## config.mk

```make
export PLATFORM = sky130hd
export DESIGN_NAME = uart_rx_sampler_flat
export DESIGN_NICKNAME = d
export VERILOG_FILES = /design/src/rtl/uart_rx_pkg.sv /design/src/rtl/uart_rx_sampler_if.sv /design/src/rtl/uart_rx_sampler_edge_bit_counter.sv /design/src/rtl/uart_rx_sampler.sv /design/src/flat_wrapper.sv
export SDC_FILE = /design/constraint.sdc
export NUM_CORES = 1
export LEC_CHECK = 0
export CAP_MARGIN = 20
export CORE_UTILIZATION = 54
export CTS_CLUSTER_DIAMETER = 40
export DETAILED_ROUTE_END_ITERATION = 6
export GPL_ROUTABILITY_DRIVEN = 0
export PLACE_DENSITY_LB_ADDON = 0.1
export SYNTH_ARGS = -nofsm -noshare
export SYNTH_HDL_FRONTEND = slang
export SYNTH_SLANG_ARGS = --single-unit
```

## constraint.sdc

```tcl
create_clock -name CLK -period 3.7 [get_ports CLK]
set_clock_uncertainty 0.2 [all_clocks]
set_input_delay 0.925 -clock CLK [delete_from_list [all_inputs] [get_ports CLK]]
set_output_delay 0.925 -clock CLK [all_outputs]
set_load 0.01 [all_outputs]
```

## src/rtl/uart_rx_pkg.sv

```systemverilog
// Shared UART RX definitions: counter widths, legal prescale values, mid-bit offset.
// Pure declarations; no latency and no backpressure apply.
package uart_rx_pkg;

    localparam int EDGE_W = 6;
    localparam int BIT_W  = 4;

    typedef logic [EDGE_W-1:0] edge_t;
    typedef logic [BIT_W-1:0]  bit_t;

    localparam edge_t PRESCALE_8   = 6'd8;
    localparam edge_t PRESCALE_16  = 6'd16;
    localparam edge_t PRESCALE_32  = 6'd32;
    localparam bit_t  BIT_CNT_MAX  = 4'd15;

    typedef enum logic [1:0] {
        VOTE_WAIT,
        VOTE_S0,
        VOTE_S1
    } vote_state_e;

    // The RX FSM calls this too, so its MID+3 consume point tracks the voter.
    function automatic edge_t mid_sample(input edge_t ps);
        return (ps >> 1) - edge_t'(1);
    endfunction

    function automatic edge_t legal_prescale(input edge_t p);
        case (p)
            PRESCALE_8, PRESCALE_16, PRESCALE_32: return p;
            default:                              return PRESCALE_8;
        endcase
    endfunction

    function automatic logic majority3(input logic [2:0] s);
        return (s[0] & s[1]) | (s[0] & s[2]) | (s[1] & s[2]);
    endfunction

endpackage

```

## src/rtl/uart_rx_sampler_if.sv

```systemverilog
// Bundle between the RX sampler (slave) and the RX control FSM / line (master).
// Plain wires; no latency and no backpressure.
interface uart_rx_sampler_if;
    import uart_rx_pkg::*;

    logic  RX_IN;
    edge_t Prescale;
    logic  enable;
    logic  data_samp_en;
    logic  RX_SYNC;
    edge_t edge_cnt;
    bit_t  bit_cnt;
    logic  sampled_bit;
    logic  sample_valid;

    modport slave (
        input  RX_IN, Prescale, enable, data_samp_en,
        output RX_SYNC, edge_cnt, bit_cnt, sampled_bit, sample_valid
    );

    modport master (
        output RX_IN, Prescale, enable, data_samp_en,
        input  RX_SYNC, edge_cnt, bit_cnt, sampled_bit, sample_valid
    );

endinterface

```

## src/rtl/uart_rx_sampler_edge_bit_counter.sv

```systemverilog
// Prescale latch plus oversample edge counter and saturating bit counter.
// Registered outputs, 1-cycle update; no backpressure, runs whenever enable is high.
module edge_bit_counter
    import uart_rx_pkg::*;
(
    input  logic  CLK,
    input  logic  RST,
    input  edge_t prescale_i,
    input  logic  enable_i,
    output edge_t edge_cnt_o,
    output bit_t  bit_cnt_o,
    output edge_t ps_o
);

    edge_t ps_q,   ps_d;
    edge_t edge_q, edge_d;
    bit_t  bit_q,  bit_d;

    always_comb begin
        ps_d   = ps_q;
        edge_d = edge_q + edge_t'(1);
        bit_d  = bit_q;
        // PS is frozen for the whole frame; a mid-frame Prescale change waits for idle.
        if (!enable_i) begin
            ps_d   = legal_prescale(prescale_i);
            edge_d = '0;
            bit_d  = '0;
        end else if (edge_q == ps_q - edge_t'(1)) begin
            edge_d = '0;
            if (bit_q != BIT_CNT_MAX) begin
                bit_d = bit_q + bit_t'(1);
            end
        end
    end

    always_ff @(posedge CLK or negedge RST) begin
        if (!RST) begin
            ps_q   <= PRESCALE_16;
            edge_q <= '0;
            bit_q  <= '0;
        end else begin
            ps_q   <= ps_d;
            edge_q <= edge_d;
            bit_q  <= bit_d;
        end
    end

    assign edge_cnt_o = edge_q;
    assign bit_cnt_o  = bit_q;
    assign ps_o       = ps_q;

endmodule

```

## src/rtl/uart_rx_sampler.sv

```systemverilog
// UART RX front end: line synchroniser, edge/bit counters, 3-sample majority voter.
// Line->RX_SYNC SYNC_STAGES cycles, last sample->sampled_bit 1 cycle; no backpressure.
module uart_rx_sampler
    import uart_rx_pkg::*;
#(
    parameter int SYNC_STAGES = 2
) (
    input  logic              CLK,
    input  logic              RST,
    uart_rx_sampler_if.slave  bus
);

    logic [SYNC_STAGES-1:0] sync_q;
    logic                   rx_sync;

    edge_t edge_cnt;
    bit_t  bit_cnt;
    edge_t ps;
    edge_t mid;
    edge_t smp0_edge;
    edge_t smp2_edge;
    logic  smp_en;

    vote_state_e state_q, state_d;
    logic [2:0]  smp_q,   smp_d;
    logic        sampled_q, sampled_d;
    logic        valid_q,   valid_d;

    always_ff @(posedge CLK or negedge RST) begin
        if (!RST) begin
            sync_q <= '1;
        end else begin
            sync_q <= {sync_q[SYNC_STAGES-2:0], bus.RX_IN};
        end
    end

    assign rx_sync = sync_q[SYNC_STAGES-1];

    edge_bit_counter u_cnt (
        .CLK        (CLK),
        .RST        (RST),
        .prescale_i (bus.Prescale),
        .enable_i   (bus.enable),
        .edge_cnt_o (edge_cnt),
        .bit_cnt_o  (bit_cnt),
        .ps_o       (ps)
    );

    assign mid       = mid_sample(ps);
    assign smp0_edge = mid - edge_t'(1);
    assign smp2_edge = mid + edge_t'(1);
    assign smp_en    = bus.enable & bus.data_samp_en;

    // Progress through s0/s1/s2 is tracked so a dropped enable discards a partial set.
    always_comb begin
        state_d   = state_q;
        smp_d     = smp_q;
        sampled_d = sampled_q;
        valid_d   = 1'b0;
        if (!smp_en) begin
            state_d = VOTE_WAIT;
        end else begin
            case (state_q)
                VOTE_WAIT: begin
                    if (edge_cnt == smp0_edge) begin
                        smp_d[0] = rx_sync;
                        state_d  = VOTE_S0;
                    end
                end
                VOTE_S0: begin
                    if (edge_cnt == mid) begin
                        smp_d[1] = rx_sync;
                        state_d  = VOTE_S1;
                    end
                end
                VOTE_S1: begin
                    if (edge_cnt == smp2_edge) begin
                        smp_d[2]  = rx_sync;
                        sampled_d = majority3({rx_sync, smp_q[1], smp_q[0]});
                        valid_d   = 1'b1;
                        state_d   = VOTE_WAIT;
                    end
                end
                default: state_d = VOTE_WAIT;
            endcase
        end
    end

    always_ff @(posedge CLK or negedge RST) begin
        if (!RST) begin
            state_q   <= VOTE_WAIT;
            smp_q     <= 3'b111;
            sampled_q <= 1'b1;
            valid_q   <= 1'b0;
        end else begin
            state_q   <= state_d;
            smp_q     <= smp_d;
            sampled_q <= sampled_d;
            valid_q   <= valid_d;
        end
    end

    assign bus.RX_SYNC      = rx_sync;
    assign bus.edge_cnt     = edge_cnt;
    assign bus.bit_cnt      = bit_cnt;
    assign bus.sampled_bit  = sampled_q;
    assign bus.sample_valid = valid_q;

endmodule
```

## src/flat_wrapper.sv

```systemverilog
// flat-port wrapper written by rule: the top's interface ports become plain ports
module uart_rx_sampler_flat import uart_rx_pkg::*;
#(
    parameter int SYNC_STAGES = 2
)
  (CLK, RST, bus_RX_IN, bus_Prescale, bus_enable, bus_data_samp_en, bus_RX_SYNC, bus_edge_cnt, bus_bit_cnt, bus_sampled_bit, bus_sample_valid);
  uart_rx_sampler_if bus_i ();
  input  logic CLK;
  input  logic RST;
  input wire logic [$bits(bus_i.RX_IN)-1:0] bus_RX_IN;
  input wire logic [$bits(bus_i.Prescale)-1:0] bus_Prescale;
  input wire logic [$bits(bus_i.enable)-1:0] bus_enable;
  input wire logic [$bits(bus_i.data_samp_en)-1:0] bus_data_samp_en;
  output wire logic [$bits(bus_i.RX_SYNC)-1:0] bus_RX_SYNC;
  output wire logic [$bits(bus_i.edge_cnt)-1:0] bus_edge_cnt;
  output wire logic [$bits(bus_i.bit_cnt)-1:0] bus_bit_cnt;
  output wire logic [$bits(bus_i.sampled_bit)-1:0] bus_sampled_bit;
  output wire logic [$bits(bus_i.sample_valid)-1:0] bus_sample_valid;
  assign bus_i.RX_IN = bus_RX_IN;
  assign bus_i.Prescale = bus_Prescale;
  assign bus_i.enable = bus_enable;
  assign bus_i.data_samp_en = bus_data_samp_en;
  assign bus_RX_SYNC = bus_i.RX_SYNC;
  assign bus_edge_cnt = bus_i.edge_cnt;
  assign bus_bit_cnt = bus_i.bit_cnt;
  assign bus_sampled_bit = bus_i.sampled_bit;
  assign bus_sample_valid = bus_i.sample_valid;
  uart_rx_sampler #(.SYNC_STAGES(SYNC_STAGES)) u_core (.CLK(CLK), .RST(RST), .bus(bus_i));
endmodule
```

==> impl_metrics.json <==
{
  "n_antenna_cell": 0,
  "drt_wl_total_um": 3340,
  "slew_headroom": 0.627,
  "post_cts_buffers": 0,
  "syn-num-nets": 185,
  "arrival_ns": 3.01,
  "final_antenna_net_count": 0,
  "critPathLaunchType": "register",
  "powerDensity_nw_per_um2": 260,
  "core_um2": 2810,
  "async_reset_ff_frac": 1.00,
  "synth_flop_cell": "dfrtp_1",
  "final_cell_count_no_fill": 220,
  "rsz0062_at_grt": "false",
  "grt_pass1_vias": 1291,
  "grt_start_max_net_pins": 15,
  "port_buffers": 23,
  "fin_nets": 207,
  "hold_viol": 0,
  "worst_setup_path_end_kind": "register",
  "area_growth_pct": 15.9,
  "holdPathEnd": "u_core.sync_q[1]$_DFF_PN1_",
  "drc": 0,
  "cp_max_fo": 11,
  "reg2reg_depth": 8,
  "synth.avg_cell_area_um2": 9.67,
  "antenna_found_initial": 0,
  "ctsResizeCount": 0,
  "htree_levels": 1,
  "ctsLongestPathBuffers": 2,
  "grt_pass1_wl_um": 5970,
  "path_clk_slew_ns": 0.13,
  "period_minus_slack_ns": 2.95,
  "vias": 1266,
  "routedWlPerCell_um": 15.2,
  "drive_gt1_frac": 0.106,
  "seq_area_frac_synth": 0.374,
  "synth_cell_types": 42,
  "status": "finished, final reports clean",
  "hold_ws_ns": 0.173,
  "cts.sinks": 24,
  "netlist_area_um2": 1630,
  "synthCells": 168,
  "dieWidth_um": 56.9,
  "worstSetupPathType": "register to register",
  "max_freq_mhz": 339,
  "cts_tree": "built",
  "insertion_delay_ns": 0.32,
  "holdCritPathClass": "register to register",
  "first_pass_iters": 4,
  "first_iter_violations": 89,
  "die_h_um": 56.9,
  "ir_worst_vdd_mv": 0.219,
  "viasPerCell": 5.75,
  "required_ns": 3.76,
  "tns_ns": 0,
  "hold_path_startpoint": "u_core.sync_q[0]$_DFF_PN1_",
  "start_util": 0.579,
  "setup_viol": 0,
  "r2r_start": "u_core.u_cnt.ps_o[1]$_DFFE_PN0N_",
  "ios": 24,
  "dp_hpwl_um": 2600,
  "synth_edf_count": 0,
  "r2r-end": "u_core.bus.sampled_bit$_DFFE_PN1P_",
  "max-cap-violations": 0,
  "yosys_warnings": 0,
  "grt_util_all_layers": 0.241,
  "dp.cells": 216,
  "ys_ff_latch": 24,
  "fin_crit_sh": 0.797,
  "cts_hold_buffers": 0,
  "ctsRootBufferMaster": "clkbuf_4",
  "r2r_setup_slack_ns": 0.75,
  "worstMarginPinSlew_ns": 0.560,
  "dieArea_um2": 3230,
  "num_rows": 19,
  "power.leakage_nw": 0.810,
  "holdPathStages": 0,
  "cts_buffers": 3,
  "slew_viol_final": 0,
  "overflow": 0
}
## cells in the final DEF (no fill, tap or decap), drive strengths merged
cell and n:
clkdlybuf4s50 23, nor2 18, nand2 18, dfrtp 18, xor2 16, xnor2 14, o21ai 8, inv 7
nand3 6, ha 6, dfstp 6, nor3 6, nand4 4, nand2b 4, a21oi 4, clkbuf 4
and3 3, mux2 3, nand4b 2, o31ai 2, buf 2, nor3b 1, a2111oi 1, xnor3 1
or3 1, o2111ai 1, nand3b 1, nor4 1, nor4b 1, and2 1, o21bai 1, or4 1
a211oi 1, and4 1, mux2i 1, maj3 1
## worst max path at each step
stage                                startpoint                            endpoint  slack [ns]  depth (start not counted)
3_5_place_dp                         bus_enable         u_core.smp_q[0]$_DFFE_PN1P_        0.79                          7
2_1_floorplan  u_core.u_cnt.ps_o[1]$_DFFE_PN0N_  u_core.bus.sampled_bit$_DFFE_PN1P_        1.04                          9
4_1_cts        u_core.u_cnt.ps_o[1]$_DFFE_PN0N_  u_core.bus.sampled_bit$_DFFE_PN1P_        0.75                          8
5_1_grt        u_core.u_cnt.ps_o[1]$_DFFE_PN0N_  u_core.bus.sampled_bit$_DFFE_PN1P_        0.55                          8
3_3_place_gp                         bus_enable         u_core.smp_q[0]$_DFFE_PN1P_        0.86                          7
6_report       u_core.u_cnt.ps_o[1]$_DFFE_PN0N_  u_core.bus.sampled_bit$_DFFE_PN1P_        0.75                          8
## cells by family after synthesis
kind of cell	count (synthesis)	share of synthesized area
and+or+nand+nor	69	0.229
DFF	24	0.374
xor gates and xnor gates	31	0.185
muxes	4	0.0269
AOI/OAI and AO/OA	18	0.0839
adders and majority gates	7	0.0523
buffers and inverters	15	0.0485
## synthesized netlist by cell type (2+ instances only)
cell type,count,share of area
nor3_1,4,0.012
dfstp_2,6,0.097
nand2b_1,4,0.015
nand2_1,18,0.042
o21ai_1,5,0.015
xor2_1,15,0.081
o21ai_0,3,0.0092
mux2_1,3,0.021
inv_1,7,0.016
nand4b_1,2,0.011
dfrtp_1,18,0.28
xnor2_1,13,0.070
a21oi_1,3,0.0092
nand4_1,4,0.015
nand3_1,6,0.018
buf_6,2,0.014
ha_1,6,0.046
nor2_1,18,0.042
buf_2,3,0.0092
clkbuf_1,2,0.0046
nor3_4,2,0.020
and3_1,3,0.012
o31ai_1,2,0.0092
## metrics by stage
stage / area [um^2] / setup WS, ns / util / power, mW
2_1_floorplan: 1630 / 1.04 / - / 0.336
3_3_place_gp: 1860 / 0.860 / 0.662 / 0.368
3_5_place_dp: 1860 / 0.788 / 0.662 / 0.371
4_1_cts: 1880 / 0.749 / 0.671 / 0.492
5_1_grt: 1880 / 0.552 / 0.671 / 0.512
6_report: 1880 / 0.750 / 0.671 / 0.490
## final cells by class
| type | count | area (um^2) |
|---|---|---|
| fill | 235 | 922 |
| timing repair buffer | 25 | 245 |
| tap | 31 | 38.8 |
| sequential | 24 | 608 |
| clock buffer | 4 | 26.3 |
| inverter | 7 | 26.3 |
| multi-input combinational | 129 | 938 |
## state kept, by name, summed over array words and instances (netlist names)
name,count
u_core.state_q,2
u_core.bus.sample_valid,1
u_core.sync_q,2
u_core.bus.sampled_bit,1
u_core.u_cnt.ps_o,6
u_core.u_cnt.edge_cnt_o,6
u_core.u_cnt.bit_cnt_o,4
u_core.smp_q,2
## worst max-delay path: stages, from the launching register on
cell	delay (ns)
dfrtp_1	0.54
inv_1	0.19
ha_1	0.32
nor3b_2	0.34
xnor3_1	0.32
xor2_1	0.23
o2111ai_2	0.19
nor3_4	0.22
mux2_1	0.34
## routing by layer
layer | vias up | track usage | wire length, um
met3 | 7 | 0.0253 | 154
met2 | 36 | 0.372 | 1550
met4 | 0 | 0.105 | 73
met5 | - | 0 | 0
li1 | 613 | - | -
met1 | 610 | 0.344 | 1560
## power by group
group	switching (mW)	internal (mW)
combinational	0.0357	0.0385
sequential	0.0154	0.278
clock	0.0805	0.0423
total	0.132	0.359
Note: power is estimated with default switching activity, not from simulation.
==> RTL change 1 (same flow settings) <==
`EDGE_W`: 6 -> 7.
--- a/src/rtl/uart_rx_pkg.sv
+++ b/src/rtl/uart_rx_pkg.sv
@@ -3,5 +3,5 @@
 package uart_rx_pkg;
 
-    localparam int EDGE_W = 6;
+    localparam int EDGE_W = 7;
     localparam int BIT_W  = 4;
 
Interface: changed (resized bus_Prescale and bus_edge_cnt); port bits go from 24 to 26. No check against the original RTL was run, so the function may have changed too.
==> RTL change 1 against the original RTL <==
Total power grew 29%; synthesized area is 26% higher; global-route usage rose by 4.7 points; maximum frequency decreased by 9.4%; hold slack better by 0.0014 ns; largest power group unchanged; cell area up 26%; utilization grew 1.3 points; via count increased by 46%; wire length grew 58%; sequential cell count is 2 higher; worst setup slack got worse by 0.31 ns.
==> RTL change 1: results (changes against the original RTL) <==
* Non-clock buffering overhead at 11.80% (-1.2 points)
* Total power at 631.9 uW (+29%)
* Gr usage total at 28.85% (+4.7 points)
* Inverters at 9 (+2)
* CP Max Fanout at 15 (+4)
* GRT met2 Usage at 49.34% (+12 points)
* Distinct cells, synth at 59 (+40%)
* DP Worst Slack at 0.5142 ns (-0.2738 ns)
* Multi-input gate share of the layout cell area at 53.64% (+3.8 points)
* Clock Power Share at 38.2% (+13 points)
* Post-Synth XOR/XNOR Area at 16.13% (-2.4 points)
* Compound-cell area share of the yosys netlist at 15.27% (+6.9 points)
* Peak VDD IR at 0.2079 mV (-5.2%)
* Via count at 1846 (+46%)
* Starting DRT DRC Count at 138 (+55%)
* Root Buffer: clkbuf_8
* Cell Pwr Density at 266.1 mW/mm^2 (+2.2%)
* Met3 usage at 3.261% (+0.73 points)
* Routed wl met2 at 2595 um (+67%)
* Top post-synthesis cells by count: xnor2_1, dfrtp_1, nor2_1, nand2_1, xor2_1
* Global-route wire length before repair at 9004 um (+51%)
* Layout cell share with drive strength beyond 1 at 8.230% (-2.4 points)
* Cell Area, Placed at 0.002303 sq mm (+24%)
* Mux share of post-synthesis cell area at 2.636% (-0.058 points)
* CTS clk-pin slew, worst paths at 0.10 ns (-0.03 ns)
* Final clock-cell share at 3.003% (+1.6 points)
* Metal1 wirelength at 2283 um (+46%)
* Worst path max stage delay at 0.63 ns (+0.09 ns)
* # port buffers at 25 (+8.7%)
* Crit path DAT at 3.26 ns (+0.25 ns)
* Post-DR vias/cell at 6.388 (+11%)
* Cell internal pwr at 484.1 uW (+35%)
* Lkg Pwr at 0.0009029 uW (+11%)
* Status: complete, no violations
* Clk_lat worst skew at 0.27 ns (-0.05 ns)
* Largest net degree at the start of global routing at 27 (+12)
* Mapped Cells at 225 (+34%)
* Die width at 63.48 um (+12%)
* Fillcell total at 282 (+20%)
* Post-synthesis register bit count at 26 (+8.3%)
* Final WL at 5297 um (+58%)
* Slew HR at 59.06% (-3.6 points)
* Multi-In Gates at 175 (+36%)
-- RTL change 1: changes by cell type in the layout (fill, tap and decap cells not counted), moves of 3 or more --
cell      change
o41ai_1       +3
clkbuf_8      +3
a31oi_1       +3
o21ai_1       -5
clkbuf_4      -3
nor2b_1       +3
nor3_1        +4
o311a_1       +3
xnor2_1       +9
or3_1         +7
-- RTL change 1: path summary, 6_finish.rpt --
kind / endpoint / slack (ns) / cells after the start
hold / removal: u_core.sync_q[1] / 0.17 / 0
min in group asynchronous: u_core.u_cnt.ps_o[5] / 0.81 / 2
max in group asynchronous: u_core.smp_q[0] / 2.19 / 2
hold reg to reg: u_core.sync_q[1] / 0.17 / 0
setup reg to reg: u_core.bus.sampled_bit / 0.44 / 9
setup / recovery: u_core.bus.sampled_bit / 0.44 / 9
==> RTL change 2 (config.mk and constraints unchanged) <==
Without the edit above. The 3 states of `vote_state_e` get a one-hot encoding in 3 bits.
--- a/src/rtl/uart_rx_pkg.sv
+++ b/src/rtl/uart_rx_pkg.sv
@@ -14,8 +14,8 @@
     localparam bit_t  BIT_CNT_MAX  = 4'd15;
 
-    typedef enum logic [1:0] {
-        VOTE_WAIT,
-        VOTE_S0,
-        VOTE_S1
+    typedef enum logic [2:0] {
+        VOTE_WAIT = 3'b001,
+        VOTE_S0   = 3'b010,
+        VOTE_S1   = 3'b100
     } vote_state_e;
 
Check against the original RTL: no difference found for any inputs over 10 cycles, from zero or initial values and one cycle with RST low; not proved beyond that.
==> RTL change 2 against the original RTL <==
Maximum frequency down 8.5%; total power grew 1.7%; cell area rose by 14%; sequential cell count is 1 higher; synthesized area up 14%; global-route usage about the same; worst setup slack worse by 0.27 ns; wire length rose by 16%; critical path type unchanged; highest routed layer unchanged.
==> RTL change 2: results (changes against the original RTL) <==
* Peak VDD IR at 0.1384 mV (-37%)
* Synth top area cells: dfrtp_1, dfstp_2, xnor2_1
* Met3 routed WL at 126 um (-18%)
* Synth Area in Adders at 4.579% (-0.66 points)
* Global-route wire length before repair at 6596 um (+11%)
* Layout cell share with drive strength beyond 1 at 9.375% (-1.2 points)
* Largest net degree at the start of global routing at 26 (+11)
* Post-Synth XOR/XNOR Area at 14.48% (-4.0 points)
* Vias in the first global route at 1474 (+14%)
* Synth Flop Type: dfrtp_1
* GRT met2 Usage at 40.66% (+3.4 points)
* Layout Nets at 242 (+17%)
* Cell Area, Placed at 0.002111 sq mm (+14%)
* Worst hold path type: flop to flop
* Routed len/inst at 14.52 um (-4.4%)
* Top post-synthesis cells by count: dfrtp_1, nand2_1, xnor2_1, nor2_1, clkbuf_1
* Mux share of post-synthesis cell area at 4.175% (+1.5 points)
* CP Max Fanout at 8 (-3)
* Compound-cell area share of the yosys netlist at 15.76% (+7.4 points)
* CTS clk-pin slew, worst paths at 0.13 ns (about the same)
* Dpl hpwl at 2992 um (+15%)
* Seq/Total Area, Yosys at 34.14% (-3.3 points)
* Worst path max stage delay at 0.59 ns (+0.05 ns)
* Crit path DAT at 3.29 ns (+0.28 ns)
* Htree depth at 1 (unchanged)
* Starting DRT DRC Count at 104 (+17%)
* Lkg Pwr at 0.0008211 uW (+1.4%)
* Syn_nets at 225 (+22%)
* Met3 usage at 3.625% (+1.1 points)
* Post-CTS Setup Bufs at 0 (unchanged)
* Gr usage total at 24.11% (about the same)
* Slew HR at 55.83% (-6.8 points)
* Status: complete, no violations
* Distinct cells, synth at 52 (+24%)
* Worst reg2reg path depth at 8 (unchanged)
* Post-DR vias/cell at 5.735 (-0.34%)
* # port buffers at 23 (unchanged)
* Routed wl met2 at 1949 um (+25%)
* Slowest-stage cell, CP: or4_4
* Metal1 wirelength at 1744 um (+12%)
* Met1 Track Usage GR at 31.26% (-3.1 points)
[RTL change 2: critical path: cells and delay by family, from the launching register on]
kind | cells | cell delay (ns)
adder cells (fa/ha/maj) | 1 | 0.46
buffers and inverters | 1 | 0.18
flip-flops | 1 | 0.52
multiplexers | 1 | 0.31
AO/OA/AOI/OAI | 2 | 0.42
AND/OR/NAND/NOR | 3 | 1.09
[RTL change 2: power breakdown]
part	switching (uW)	internal (uW)	leakage, uW
Combinational	33.9	41.6	0.000487
Clock	80.4	40.5	0.0000177
Sequential	14.2	288	0.000317
[RTL change 2: worst paths after layout]
| check | start | endpoint | slack (ns) |
|---|---|---|---|
| setup / recovery | u_core.u_cnt.ps_o[2] | u_core.smp_q[0] | 0.48 |
| hold / removal | u_core.sync_q[0] | u_core.sync_q[1] | 0.17 |
| setup reg to reg | u_core.u_cnt.ps_o[2] | u_core.smp_q[0] | 0.48 |
| hold reg to reg | u_core.sync_q[0] | u_core.sync_q[1] | 0.17 |
| max in group asynchronous | RST | u_core.u_cnt.ps_o[4] | 2.26 |
| min in group asynchronous | RST | u_core.state_q[1] | 0.75 |
[RTL change 2: metrics by stage]
step                cells  hold slack (ns)  worst slack, ns
CTS                   268           0.1745           0.4814
global placement      264           0.1466           0.6579
finish                268           0.1733           0.4759
global route          268           0.1788           0.3036
detailed placement    264           0.1553           0.5210
floorplan             208           0.1452           0.5417
[RTL change 2: area by class of cell]
| type | count | area, sq um |
|---|---|---|
| clock buffers | 3 | 22.52 |
| clock inverters | 1 | 5.005 |
| well taps | 44 | 55.05 |
| fillers | 271 | 1015 |
| flip-flops and latches | 25 | 634.4 |
| repair buffers | 27 | 260.3 |
| inverters | 9 | 33.78 |
| multi-input cells | 159 | 1127 |
